===== src/rtl/ram_2port_be_clr.sv =====
// Simple dual-port RAM on one clock: one write port and one read port.
// Writes are masked per byte, and the read latency can be set to 1 or 2 cycles.
// The same-address read-during-write result can be old data or new data.
// A clear sequencer writes CLEAR_VALUE to every word after reset and whenever
// a clear is requested.
//
// Ports:
//   i_Clk      clock for both ports
//   i_Rst_L    asynchronous active-low reset; afterwards the array is cleared
//   i_Wr_*     write port: address, strobe, data, byte enables
//   i_Rd_*     read port: address, request
//   o_Rd_DV    one-cycle pulse per accepted read
//   o_Rd_Data  read data; holds its last value while o_Rd_DV is low
//   i_Clear    level-sampled request to clear the whole array
//   o_Busy     high while the clear sequencer owns the array
module ram_2port_be_clr #(
  parameter int unsigned      WIDTH       = 16,
  parameter int unsigned      DEPTH       = 16,
  parameter int unsigned      RD_LATENCY  = 1,
  parameter int unsigned      RDW_MODE    = 0,
  parameter logic [WIDTH-1:0] CLEAR_VALUE = '0
) (
  input  logic                     i_Clk,
  input  logic                     i_Rst_L,
  input  logic [$clog2(DEPTH)-1:0] i_Wr_Addr,
  input  logic                     i_Wr_DV,
  input  logic [WIDTH-1:0]         i_Wr_Data,
  input  logic [WIDTH/8-1:0]       i_Wr_Be,
  input  logic [$clog2(DEPTH)-1:0] i_Rd_Addr,
  input  logic                     i_Rd_En,
  output logic                     o_Rd_DV,
  output logic [WIDTH-1:0]         o_Rd_Data,
  input  logic                     i_Clear,
  output logic                     o_Busy
);

  localparam int unsigned AW = $clog2(DEPTH);
  localparam int unsigned NB = WIDTH / 8;

  typedef enum logic {StClear, StIdle} state_e;

  state_e          state_q, state_d;
  logic [AW-1:0]   clr_addr_q, clr_addr_d;
  logic            clr_last;

  logic            wr_ok;
  logic            mem_we;
  logic [AW-1:0]   mem_addr;
  logic [NB-1:0]   mem_be;
  logic [WIDTH-1:0] mem_wdata;

  logic            rd_accept;
  logic            rd_in_range;
  logic [WIDTH-1:0] rd_word;

  logic            dv1_q;
  logic [WIDTH-1:0] data1_q;

  logic [WIDTH-1:0] mem [DEPTH];

  // The clear sequence ends on the write to the last word.
  assign clr_last = (32'(clr_addr_q) == DEPTH - 1);

  // FSM state register
  always_ff @(posedge i_Clk or negedge i_Rst_L) begin
    if (!i_Rst_L) begin
      state_q    <= StClear;
      clr_addr_q <= '0;
    end else begin
      state_q    <= state_d;
      clr_addr_q <= clr_addr_d;
    end
  end

  // FSM next state
  always_comb begin
    state_d    = state_q;
    clr_addr_d = clr_addr_q;
    unique case (state_q)
      StClear: begin
        if (clr_last) begin
          state_d    = StIdle;
          clr_addr_d = '0;
        end else begin
          clr_addr_d = clr_addr_q + 1'b1;
        end
      end
      StIdle: begin
        // A clear request in StClear is ignored because it is only sampled here.
        if (i_Clear) begin
          state_d    = StClear;
          clr_addr_d = '0;
        end
      end
      default: begin
        state_d    = StClear;
        clr_addr_d = '0;
      end
    endcase
  end

  // FSM outputs: busy flag and ownership of the array write port
  always_comb begin
    o_Busy    = (state_q == StClear);
    wr_ok     = i_Wr_DV && (state_q == StIdle) && (32'(i_Wr_Addr) < DEPTH);
    mem_we    = wr_ok;
    mem_addr  = i_Wr_Addr;
    mem_be    = i_Wr_Be;
    mem_wdata = i_Wr_Data;
    if (state_q == StClear) begin
      mem_we    = 1'b1;
      mem_addr  = clr_addr_q;
      mem_be    = '1;
      mem_wdata = CLEAR_VALUE;
    end
  end

  // Storage has no reset; the clear sequence initialises it.
  always_ff @(posedge i_Clk) begin
    if (mem_we) begin
      for (int b = 0; b < NB; b++) begin
        if (mem_be[b]) mem[mem_addr][b*8 +: 8] <= mem_wdata[b*8 +: 8];
      end
    end
  end

  // Read word selection. Addresses beyond the array read as zero.
  assign rd_accept   = i_Rd_En && (state_q == StIdle);
  assign rd_in_range = (32'(i_Rd_Addr) < DEPTH);

  always_comb begin
    rd_word = '0;
    if (rd_in_range) begin
      rd_word = mem[i_Rd_Addr];
      // New-data mode: forward the enabled bytes of a same-address write.
      if ((RDW_MODE == 1) && wr_ok && (i_Wr_Addr == i_Rd_Addr)) begin
        for (int b = 0; b < NB; b++) begin
          if (i_Wr_Be[b]) rd_word[b*8 +: 8] = i_Wr_Data[b*8 +: 8];
        end
      end
    end
  end

  // First read stage. Data only updates on accepted reads, so it holds otherwise.
  always_ff @(posedge i_Clk or negedge i_Rst_L) begin
    if (!i_Rst_L) begin
      dv1_q   <= 1'b0;
      data1_q <= '0;
    end else begin
      dv1_q <= rd_accept;
      if (rd_accept) data1_q <= rd_word;
    end
  end

  if (RD_LATENCY == 2) begin : g_lat2
    logic             dv2_q;
    logic [WIDTH-1:0] data2_q;

    always_ff @(posedge i_Clk or negedge i_Rst_L) begin
      if (!i_Rst_L) begin
        dv2_q   <= 1'b0;
        data2_q <= '0;
      end else begin
        dv2_q <= dv1_q;
        if (dv1_q) data2_q <= data1_q;
      end
    end

    assign o_Rd_DV   = dv2_q;
    assign o_Rd_Data = data2_q;
  end else begin : g_lat1
    assign o_Rd_DV   = dv1_q;
    assign o_Rd_Data = data1_q;
  end

endmodule


===== config.mk =====
export PLATFORM = sky130hd
export DESIGN_NAME = ram_2port_be_clr
export DESIGN_NICKNAME = d
export VERILOG_FILES = /design/src/rtl/ram_2port_be_clr.sv
export SDC_FILE = /design/constraint.sdc
export NUM_CORES = 1
export LEC_CHECK = 0
export CELL_PAD_IN_SITES_DETAIL_PLACEMENT = 0
export CELL_PAD_IN_SITES_GLOBAL_PLACEMENT = 1
export CORE_MARGIN = 3
export CORE_UTILIZATION = 40
export DETAILED_ROUTE_END_ITERATION = 8
export GPL_ROUTABILITY_DRIVEN = 0
export PLACE_DENSITY = 0.63
export SYNTH_ARGS = -nofsm -noshare
export SYNTH_HDL_FRONTEND = slang
export SYNTH_SLANG_ARGS = --single-unit

===== constraint.sdc =====
create_clock -name i_Clk -period 4.8 [get_ports i_Clk]
set_clock_uncertainty 0.15 [all_clocks]
set_input_delay 0.72 -clock i_Clk [delete_from_list [all_inputs] [get_ports i_Clk]]
set_output_delay 0.72 -clock i_Clk [all_outputs]
set_load 0.02 [all_outputs]

==> results.ini, run 1 <==
[run_status]
status=finished, final reports clean

[setup_path]
reg2reg_depth=4
r2r_slack_ns=2.06
end_kind=register
r2r-end=mem[10][11]$_DFFE_PP_
endpoint=mem[10][11]$_DFFE_PP_
slowest_stage=nor2_1
crit_arrival_ns=2.77
cp_max_fo=26
start_kind=register
path_cells=buf_4, a32o_1, nand2_1, nor2_1
required_ns=4.82
r2r-start=state_q$_DFF_PN0_
critPathKind=register to register
slowest_delay_ns=0.75
cp-startpoint=state_q$_DFF_PN0_

[detailed_routing]
wl_met1_mm=11.65
dr.max_layer_used=met4
route.met3.wl_mm=1.223
via_per_inst=5.216
drtIter0Drc=535
dr.pass1.iters=4
drt_wl_total_mm=23.52
routedWlPerCell_um=20.69
num_vias=5931
detail-route-antenna-nets=0
drcViolationCount=0
route.met2.wl_mm=10.34

[finish]
fin_util_pct=47.12
multi_input_area_um2=2619
fillers=2314
area_growth_pct=15.09
seqCellArea_um2=8238
nets=775
drive_above_1_share_pct=6.667
num_antenna_cells=0
finalNonFillerCells=1137

[synth]
syn_nets=726
ys_types=34
synth_edf_count=256
syn_inst=694
syn_area_per_cell_um2=15.99
syn-cell-area_um2=11100
yosys_warnings=0
async_flop_share_pct=7.914
yosysSeqAreaShare_pct=74.24
synth_seq_cells=278
synth-main-ff-cell=edfxtp_1

[power]
vdd_ir_drop_max_mv=0.2627
power_density_nw_per_um2=530.8
leakagePower_nw=4.546

[min_path]
hold_path_class=register to register

[cts]
clkTransAtPathRegs_ns=0.06
cts_tree=done
cts_setup_buffers=0
postCtsHoldBufs=0
cts_inserted_buffers=29
cts_buffer_depth=3
cts_max_level=1
clock-sinks=278
root_buffer=clkbuf_16
ctsResizeCount=0
insertion_delay_ns=0.55

[grt]
antenna_found_initial=0
grt_pass1_wl_mm=35.90
track_usage_pct=15.42
grt_max_degree=65
grt.overflow.total=0
first_global_vias=5925

[floorplanning]
die_w_um=172.6
die-area_um2=29780
rows=60
start_util_pct=40.95
design.core.area_um2=27100
die_height_um=172.6
ios=49

[sta]
min_period_ns=2.743
slew_headroom_pct=37.88
setup_viol=0
tns_ns=0
worst_pin_slew_ns=0.9284
period_share_pct=57.14
hold_viol=0
rsz0062_at_grt=false
drv_slew=0
fmax_mhz=364.6

[placement]
hpwl_mm=15.32
placedCellCount=1084
portBuffers=48

[job]
drv_cap=0

==> Yosys cell counts, types with 2 or more instances <==
library cell / instances / share of area [%]
edfxtp_1: 256 / 69
mux2i_1: 129 / 12
nand2_1: 70 / 2.4
a22oi_1: 48 / 3.2
nor2_1: 37 / 1.3
nand3_1: 34 / 1.5
dfrtp_1: 22 / 5.0
and2_1: 17 / 0.96
nand4_1: 16 / 0.90
buf_2: 13 / 0.59
buf_4: 10 / 0.68
clkbuf_1: 10 / 0.34
buf_6: 5 / 0.51
inv_1: 3 / 0.10
o22ai_1: 3 / 0.17
nor2b_1: 2 / 0.11
o2bb2ai_1: 2 / 0.16
==> cell type report <==
| class | count | share of cell area [%] |
|---|---|---|
| clock buffer | 44 | 6.280 |
| inverter | 4 | 0.1176 |
| timing repair buffer | 56 | 4.340 |
| multi-input combinational | 374 | 20.51 |
| sequential | 278 | 64.50 |
| tap | 372 | 3.645 |
| clock inverter | 9 | 0.6074 |
==> per-stage QoR <==
step           hold slack, ns  setup WS (ns)  area, µm²  total power, mW
2_1_floorplan          0.2744          2.708      11100            4.223
3_3_place_gp           0.3508          1.785      11890            4.727
3_5_place_dp           0.3671          1.746      11890            4.785
4_1_cts                0.3778          2.028      12770            6.845
5_1_grt                0.4006          1.932      12770            7.102
6_report               0.3658          2.057      12770            6.779
==> state kept, by name, summed over array words and instances (netlist names) <==
| name | cells |
|---|---|
| o_Rd_Data | 16 |
| mem | 256 |
| clr_addr_q | 4 |
| state_q | 1 |
| o_Rd_DV | 1 |
==> worst min path at each step <==
stage,depth (start not counted),from,slack [ns],end
final,2,o_Rd_Data[13]$_DFFE_PN0P_,0.37,o_Rd_Data[13]$_DFFE_PN0P_
after global routing,2,i_Rst_L,0.40,clr_addr_q[3]$_DFFE_PN0P_
after CTS,2,i_Rst_L,0.38,clr_addr_q[3]$_DFFE_PN0P_
after detailed placement,2,o_Rd_Data[13]$_DFFE_PN0P_,0.37,o_Rd_Data[13]$_DFFE_PN0P_
after global placement,2,o_Rd_Data[13]$_DFFE_PN0P_,0.35,o_Rd_Data[13]$_DFFE_PN0P_
after floorplan,0,i_Rst_L,0.27,clr_addr_q[0]$_DFFE_PN0P_
==> logic make-up (layout without fill, tap and decap cells) <==
logic type | Yosys count | count (layout) | share of synthesized area [%]
DFF | 278 | 278 | 74.24
xor gates and xnor gates | 1 | 1 | 0.07894
muxes | 129 | 129 | 11.64
AOI/OAI and AO/OA | 62 | 62 | 4.296
buffers and inverters | 42 | 113 | 2.244
and+or+nand+nor | 181 | 181 | 7.397
adders and majority gates | 1 | 1 | 0.1127
==> report_power, final <==
group	leakage, nW	internal [mW]	total (mW)	switching [mW]
clock	0.424	1.20	2.06	0.859
sequential	2.65	3.28	3.48	0.192
combinational	1.47	0.389	1.24	0.852
==> critical path, delay by kind of cell (launching register included) <==
kind	cells	cell delay [ns]
compound gates	1	0.36
buf+inv	1	0.36
flops	1	0.57
simple gates	2	0.93
==> layout by cell type, fill, tap and decap left out, types with 2 or more instances in the layout <==
| master | instances |
|---|---|
| edfxtp_1 | 256 |
| mux2i_1 | 129 |
| nand2_1 | 70 |
| a22oi_1 | 48 |
| clkdlybuf4s50_1 | 47 |
| nor2_1 | 36 |
| nand3_1 | 34 |
| clkbuf_16 | 29 |
| dfrtp_1 | 22 |
| and2_1 | 16 |
| nand4_1 | 16 |
| clkbuf_1 | 13 |
| buf_4 | 7 |
| clkinv_1 | 6 |
| inv_1 | 3 |
| o22ai_1 | 3 |
| nor2b_2 | 2 |
| nor2_2 | 2 |
| o2bb2ai_1 | 2 |
| clkbuf_8 | 2 |
==> layer usage <==
layer / global-route usage [%] / vias to the layer above
li1: - / 2777
met1: 23.68 / 2980
met2: 23.35 / 153
met3: 2.415 / 21
met4: 3.447 / 0
met5: 0 / -
Power figures use the tool's default switching activity.
==> inputs of run 2 (changes only) <==
PLACE_DENSITY = 0.66   (was 0.63)
clock period = 2.4 ns   (was 4.8 ns; I/O delays follow)
==> run 2 against run 1 <==
Compared with the run above:
- final area increased by 5.0%
- via count rose by 4.1%
- fmax is 26% higher
- sequential power is 98% higher
- final cell count grew 5.3%
- first-iteration DRC count fell by 6.2%
- non-clock buffer count rose by 59
- sequential share of layout area is 3.1 points lower
- global-route usage up 1.3 points
- critical path type unchanged
==> results.ini, run 2 (synthesized netlist as in run 1, its figures left out) <==
[run_status]
status=finished, final reports clean

[floorplanning]
die-area_um2=29780  ; unchanged
start_util_pct=40.95  ; unchanged
design.core.area_um2=27100  ; unchanged
rows=60  ; unchanged
die_height_um=172.6  ; unchanged
ios=49  ; unchanged
die_w_um=172.6  ; unchanged

[job]
drv_cap=0  ; unchanged

[detailed_routing]
num_vias=6173  ; +4.1%
drcViolationCount=0  ; unchanged
via_per_inst=5.157  ; -1.1%
dr.pass1.iters=4  ; unchanged
detail-route-antenna-nets=0  ; unchanged
drt_wl_total_mm=25.35  ; +7.8%
routedWlPerCell_um=21.17  ; +2.4%
drtIter0Drc=502  ; -6.2%

[finish]
top_register=mem
finalNonFillerCells=1197  ; +5.3%
final_common_cell=edfxtp_1
num_antenna_cells=0  ; unchanged
nets=834  ; +7.6%
drive_above_1_share_pct=14.91  ; +8.2 points
largest_reg_flops=256  ; unchanged
layout_common_cells=edfxtp_1, mux2i_1, nand2_1
area_growth_pct=20.87
fillers=2294  ; -0.86%

[grt]
grt_pass1_wl_mm=38.68  ; +7.7%
track_usage_pct=16.73  ; +1.3 points
grt.overflow.total=0  ; unchanged
antenna_found_initial=0  ; unchanged
first_global_vias=6551  ; +11%
grt_max_degree=33  ; -49%

[setup_path]
slowest_delay_ns=0.56  ; -0.19 ns
required_ns=2.55  ; -2.27 ns
critPathKind=register to register
path_cells=buf_4, nor3_1, a21oi_2, nor2_1, buf_4
r2r_slack_ns=0.23  ; -1.83 ns
r2r-start=state_q$_DFF_PN0_
crit_arrival_ns=2.32  ; -0.45 ns
crit_path_frequent_cell=buf_4
cp_max_fo=21  ; -19%
start_kind=register
end_kind=register
r2r-end=mem[12][13]$_DFFE_PP_
reg2reg_depth=5  ; +1
slowest_stage=dfrtp_1

[cts]
clkTransAtPathRegs_ns=0.06  ; about the same
root_buffer=clkbuf_16
cts_max_level=1  ; unchanged
ctsResizeCount=0  ; unchanged
cts_buffer_depth=3  ; unchanged
cts_inserted_buffers=29  ; unchanged
insertion_delay_ns=0.54  ; about the same
cts_tree=done
clock-sinks=278  ; unchanged
postCtsHoldBufs=0  ; unchanged
cts_setup_buffers=0  ; unchanged

[sta]
period_share_pct=90.48  ; +33 points
fmax_mhz=460.5  ; +26%
min_period_ns=2.171  ; -0.5714 ns
drv_slew=0  ; unchanged
whs_ns=0.05185  ; -0.3139 ns
tns_ns=0  ; unchanged
slew_headroom_pct=56.96  ; +19 points
hold_viol=0  ; unchanged
setup_viol=0  ; unchanged
worst_pin_slew_ns=0.6457  ; -0.2827 ns
rsz0062_at_grt=false
setup_ws_ns=0.2286  ; -1.829 ns

[power]
vdd_ir_drop_max_mv=0.7382  ; +180%
leakagePower_nw=4.931  ; +8.5%
power_density_nw_per_um2=1064  ; +100%

[placement]
hpwl_mm=16.47  ; +7.5%
placedCellCount=1143  ; +5.4%
portBuffers=48  ; unchanged
preCtsSetupSlack_ns=0.07489  ; -1.671 ns

[min_path]
hold_path_class=primary input to asynchronous set/reset pin

==> run 2: cell count changes in the layout (fill, tap and decap cells not counted), moves of 5 or more <==
cell / change
buf_12: +7
clkbuf_1: -8
buf_4: +52
clkinv_1: -5
clkinvlp_4: +6
==> run 2: layer usage <==
layer	up-vias	routed length (µm)	global-route usage, %
met4	0	564	4.292
met3	44	1424	2.613
met2	178	11820	27.13
met5	-	0	0
li1	2880	-	-
met1	3071	11530	23.88
==> run 2: cell type report <==
| cell class | instances | area, µm² | area share (%) |
|---|---|---|---|
| well taps | 372 | 465.4 | 3.470 |
| multi-input cells | 374 | 2618 | 19.51 |
| repair buffers | 115 | 1087 | 8.106 |
| flip-flops and latches | 278 | 8238 | 61.42 |
| inverters | 4 | 15.01 | 0.1119 |
| clock buffers | 36 | 772.0 | 5.756 |
| clock inverters | 18 | 217.7 | 1.623 |
==> run 2: critical path, delay by kind of cell (launching register included) <==
family / cells / cell delay [ns]
simple gates: 2 / 0.22
flops: 1 / 0.56
buf+inv: 2 / 0.50
compound gates: 1 / 0.49
==> run 2: how the worst max path moves through the flow <==
stage / start / end / slack, ns / depth (start not counted)
after global placement: i_Wr_Addr[0] / mem[13][7]$_DFFE_PP_ / 0.08 / 5
after floorplan: clr_addr_q[2]$_DFFE_PN0P_ / mem[3][0]$_DFFE_PP_ / 0.42 / 5
after detailed placement: i_Wr_Addr[0] / mem[1][2]$_DFFE_PP_ / 0.07 / 5
final: state_q$_DFF_PN0_ / mem[12][13]$_DFFE_PP_ / 0.23 / 5
after global routing: state_q$_DFF_PN0_ / mem[12][2]$_DFFE_PP_ / 0.11 / 5
after CTS: state_q$_DFF_PN0_ / o_Busy / 0.02 / 2
==> run 2: power breakdown <==
group | internal [mW] | leakage (nW) | switching, mW
sequential | 6.55 | 2.65 | 0.334
clock | 2.73 | 0.467 | 1.80
combinational | 1.06 | 1.81 | 1.81
total | 10.3 | 4.93 | 3.95
==> run 2: through the flow <==
stage	utilization (%)	total power [mW]	instance area [µm²]
3_3_place_gp	45.83	9.771	12420
6_report	49.49	14.28	13410
4_1_cts	49.48	14.42	13410
3_5_place_dp	45.83	9.891	12420
5_1_grt	49.49	14.93	13410
2_1_floorplan	-	8.447	11100
==> inputs of run 3 (changes only) <==
CORE_UTILIZATION = 35   (was 40)
PLACE_DENSITY = 0.59   (was 0.66)
TNS_END_PERCENT = 50   (was default)
==> run 3 against run 2 <==
Compared with the run above:
- sequential power barely moved
- combinational power rose by 3%
- first-iteration DRC count rose by 17%
- clock power barely moved
- flip-flop and latch count did not move
- utilization fell by 6.2 points
- global-route usage fell by 0.61 points
- worst hold slack improved by 0.016 ns
- count of clock-buffer cells in the layout rose by 4
- routed wire length rose by 8.2%
- largest cell class unchanged
- largest power group unchanged
==> results.ini, run 3 (synthesized netlist as in run 1, its figures left out) <==
[grt]
track_usage_pct=16.12  ; -0.61 points
first_global_vias=6478  ; -1.1%
antenna_found_initial=0  ; unchanged
grt_max_degree=38  ; +15%
grt.overflow.total=0  ; unchanged
grt_pass1_wl_mm=40.77  ; +5.4%

[placement]
hpwl_mm=17.91  ; +8.7%
placed_cell_area_um2=12420  ; about the same
portBuffers=48  ; unchanged

[sta]
drv_slew=0  ; unchanged
setup_viol=0  ; unchanged
period_share_pct=93.16  ; +2.7 points
hold_viol=0  ; unchanged
min_period_ns=2.236  ; +0.06430 ns
slew_headroom_pct=45.35  ; -12 points
tns_ns=0  ; unchanged
worst_pin_slew_ns=0.8197  ; +0.1741 ns
rsz0062_at_grt=false
fmax_mhz=447.3  ; -2.9%

[setup_path]
r2r_slack_ns=0.38  ; +0.15 ns
slowest_delay_ns=0.62  ; +0.06 ns
slowest_stage=clkdlybuf4s50_1
critPathTopFamily=buffers and inverters
reg2reg_depth=3  ; -2
crit_arrival_ns=1.73  ; -0.59 ns
crit_cells=2  ; -3
cp_max_fo=6  ; -71%
critPathKind=register to output pin
path_cells=inv_2, clkdlybuf4s50_1
worst-path-buf-inv=2  ; unchanged
end_kind=output pin
required_ns=1.89  ; -0.66 ns
start_kind=register

[cts]
cts_setup_buffers=0  ; unchanged
ctsResizeCount=0  ; unchanged
clock-sinks=278  ; unchanged
postCtsHoldBufs=0  ; unchanged
cts_buffer_depth=3  ; unchanged
cts_max_level=1  ; unchanged
cts_inserted_buffers=28  ; -3.4%
insertion_delay_ns=0.54  ; about the same
cts_tree=done
root_buffer=clkbuf_16
clkTransAtPathRegs_ns=0.06  ; about the same

[detailed_routing]
drcViolationCount=0  ; unchanged
num_vias=6257  ; +1.4%
drt_wl_total_mm=27.42  ; +8.2%
via_per_inst=5.146  ; -0.22%
drtIter0Drc=585  ; +17%
detail-route-antenna-nets=0  ; unchanged
dr.pass1.iters=5  ; +1
routedWlPerCell_um=22.55  ; +6.5%

[finish]
multi_input_area_um2=2618  ; unchanged
final_common_cell=edfxtp_1
final_area_um2=13380  ; -0.21%
num_antenna_cells=0  ; unchanged
seqCellArea_um2=8238  ; unchanged
top_register=mem
largest_reg_flops=256  ; unchanged
fillers=2729  ; +19%
drive_above_1_share_pct=14.15  ; -0.76 points
layout_common_cells=edfxtp_1, mux2i_1, nand2_1
area_growth_pct=20.61
nets=830  ; -0.48%

[floorplanning]
ios=49  ; unchanged
die_height_um=184.1  ; +6.7%
die-area_um2=33880  ; +14%
die_w_um=184.1  ; +6.7%
start_util_pct=35.90  ; -5.0 points
rows=64  ; +6.7%
design.core.area_um2=30910  ; +14%

[job]
drv_cap=0  ; unchanged

[power]
vdd_ir_drop_max_mv=0.5113  ; -31%
power_density_nw_per_um2=1077  ; +1.2%
leakagePower_nw=4.905  ; -0.51%

[min_path]
hold_path_class=primary input to asynchronous set/reset pin

[run_status]
status=finished, final reports clean

run 3: metrics by stage:
stage	setup WS (ns)	hold slack [ns]	power [mW]	utilization (%)	std cells
after detailed placement	0.02685	0.3394	10.02	40.17	1164
final	0.1643	0.06789	14.41	43.30	1216
after CTS	0.1344	0.05835	14.55	43.30	1216
after global placement	0.07753	0.3395	9.915	40.17	1164
after floorplan	0.4210	-0.08559	8.447	-	694
after global routing	0.08194	0.08172	15.09	43.30	1216
run 3: cell type report:
cell class | count | area share (%)
Tap cell | 396 | 3.702
Timing Repair Buffer | 112 | 7.843
Inverter | 4 | 0.1122
Clock inverter | 12 | 1.281
Sequential cell | 278 | 61.55
Clock buffer | 40 | 5.955
Multi-Input combinational cell | 374 | 19.56
run 3: where the power goes:
part / internal, mW / switching, mW / total, mW
combinational: 1.08 / 1.90 / 2.97
clock: 2.74 / 1.79 / 4.53
sequential: 6.55 / 0.364 / 6.91
total: 10.4 / 4.05 / 14.4
run 3: worst register-to-register path, delay by kind of cell, from the launching register on:
family	cells	cell delay [ns]
DFF	1	0.42
buffers and inverters	2	0.44
and+or+nand+nor	1	0.68
run 3: layer usage:
metal,up-vias,GRT usage (%),share of wire [%]
li1,2863,-,-
met1,3158,23.56,47
met2,197,25.29,45
met3,39,2.711,6.0
met4,0,3.992,2.4
met5,-,0,0
run 3: worst paths after layout:
check | startpoint | to
min | i_Rst_L | o_Rd_Data[0]$_DFFE_PN0P_
max | state_q$_DFF_PN0_ | o_Busy
min in group i_Clk | o_Rd_Data[1]$_DFFE_PN0P_ | o_Rd_Data[1]$_DFFE_PN0P_
min reg2reg | o_Rd_Data[1]$_DFFE_PN0P_ | o_Rd_Data[1]$_DFFE_PN0P_
max reg2reg | state_q$_DFF_PN0_ | mem[0][1]$_DFFE_PP_
max in group asynchronous | i_Rst_L | clr_addr_q[0]$_DFFE_PN0P_
==> edit: new RTL, config.mk and constraints of run 3 <==
The parameter `DEPTH` goes from 16 to 64.
--- a/src/rtl/ram_2port_be_clr.sv
+++ b/src/rtl/ram_2port_be_clr.sv
@@ -16,5 +16,5 @@
 module ram_2port_be_clr #(
   parameter int unsigned      WIDTH       = 16,
-  parameter int unsigned      DEPTH       = 16,
+  parameter int unsigned      DEPTH       = 64,
   parameter int unsigned      RD_LATENCY  = 1,
   parameter int unsigned      RDW_MODE    = 0,
Ports: changed (resized i_Rd_Addr and i_Wr_Addr); port bits go from 49 to 53. The function was not compared with the original's and may differ.
==> edit against run 3 <==
- routed wire length rose to 3.7 times the old value
- power grew to 3.1 times the old value
- sequential cell count increased by 770
- sequential share of layout area up 2.4 points
- first-iteration DRC count increased to 3.4 times the old value
- area after synthesis rose to 3.7 times the old value
- global-route usage is 0.67 points higher
- final area increased to 3.7 times the old value
- final cell count grew to 3.3 times the old value
- setup slack lost 0.10 ns
- largest cell class unchanged
==> edit: results (changes against run 3) <==
Final layout
  • Layout cells sized above 1: 28.2% (+14 points)
  • Final net count: 2399 (+190%)
  • Fillers: 9990 (+270%)
  • Max reg flops: 1024 (+300%)

Setup path
  • Worst Path Arrival: 1.83 ns (+0.10 ns)
  • Reg2reg setup slack: 0.16 ns (-0.22 ns)
  • CP max FO: 2 (-4)
  • Max incr delay on CP: 0.68 ns (+0.06 ns)

Drt
  • Routed vias: 20700 (+230%)
  • Iteration-0 DRC Markers: 2004 (+240%)
  • Met2 routed WL: 49.8 mm (+310%)
  • Pre-antenna DRT Iters: 7 (+2)

Run status
  • Status: finished clean

Clock network
  • # H-tree levels: 3 (+2)
  • Post_cts resized: 9 (+9)

Yosys
  • Area contributors post-synth: edfxtp_1 (76%), mux4_2 (11%), mux2i_1 (3.6%), a22oi_1 (1.8%), dfrtp_1 (1.5%)
  • Synth unique cells: 42 (+24%)
  • Post-synth top cells: edfxtp_1 (1024), mux4_2 (192), mux2i_1 (146)

Pwr
  • Lkg Pwr: 16.6 nW (+240%)
  • Max IR drop VDD: 624 uV (+22%)
  • Clk pwr: 15.9 mW (+250%)

Place
  • PortBufs: 52 (+8.3%)

Global route
  • Grt met2 use: 27.8% (+2.5 points)
  • GRT Util Overall: 16.8% (+0.67 points)
  • Largest net degree at the start of global routing: 65 (+71%)
  • Met1 global-route usage: 22.5% (-1.0 points)
==> edit: logic make-up (layout without fill, tap and decap cells) <==
kind of cell / after synthesis / after routing / synth area share, %
buffers and inverters: 124 / 564 / 1.62
xor gates and xnor gates: 2 / 2 / 0.0430
DFF: 1048 / 1048 / 77.0
muxes: 340 / 340 / 14.3
and+or+nand+nor: 291 / 291 / 3.33
adders and majority gates: 1 / 1 / 0.0307
AOI/OAI and AO/OA: 200 / 200 / 3.68
==> edit: layout make-up <==
class                   instances  area [um2]  share of cell area, %
well taps                    1512        1890                   3.86
clock inverters                65         601                   1.23
flip-flops and latches       1048       31400                   64.0
multi-input cells             834        8730                   17.8
clock buffers                 123        2720                   5.54
inverters                       6        22.5                 0.0460
repair buffers                370        3680                   7.52
==> edit: path summary, 6_finish.rpt <==
path	start	end	depth (start not counted)
hold reg to reg	o_Rd_Data[3]	o_Rd_Data[3]	1
setup / recovery	o_Rd_Data[8]	o_Rd_Data[8]	1
min in group asynchronous	i_Rst_L	state_q	3
hold / removal	i_Rd_En	o_Rd_DV	3
setup reg to reg	state_q	mem[3][0]	7
max in group asynchronous	i_Rst_L	o_Rd_Data[8]	3
==> edit: per-stage QoR <==
step	setup WS (ns)	cell area [um2]
2_1_floorplan	-0.00786	40700
3_3_place_gp	-0.322	45600
3_5_place_dp	-0.341	45600
4_1_cts	0.0167	49000
5_1_grt	0.0213	49000
6_report	0.0613	49000
==> edit: worst reg2reg max path: stages, from the launching register on <==
cell	delay, ns
dfrtp_4	0.55
or3_1	0.39
o31ai_1	0.08
buf_4	0.19
nand2_1	0.10
buf_12	0.17
nor2_1	0.12
buf_4	0.19
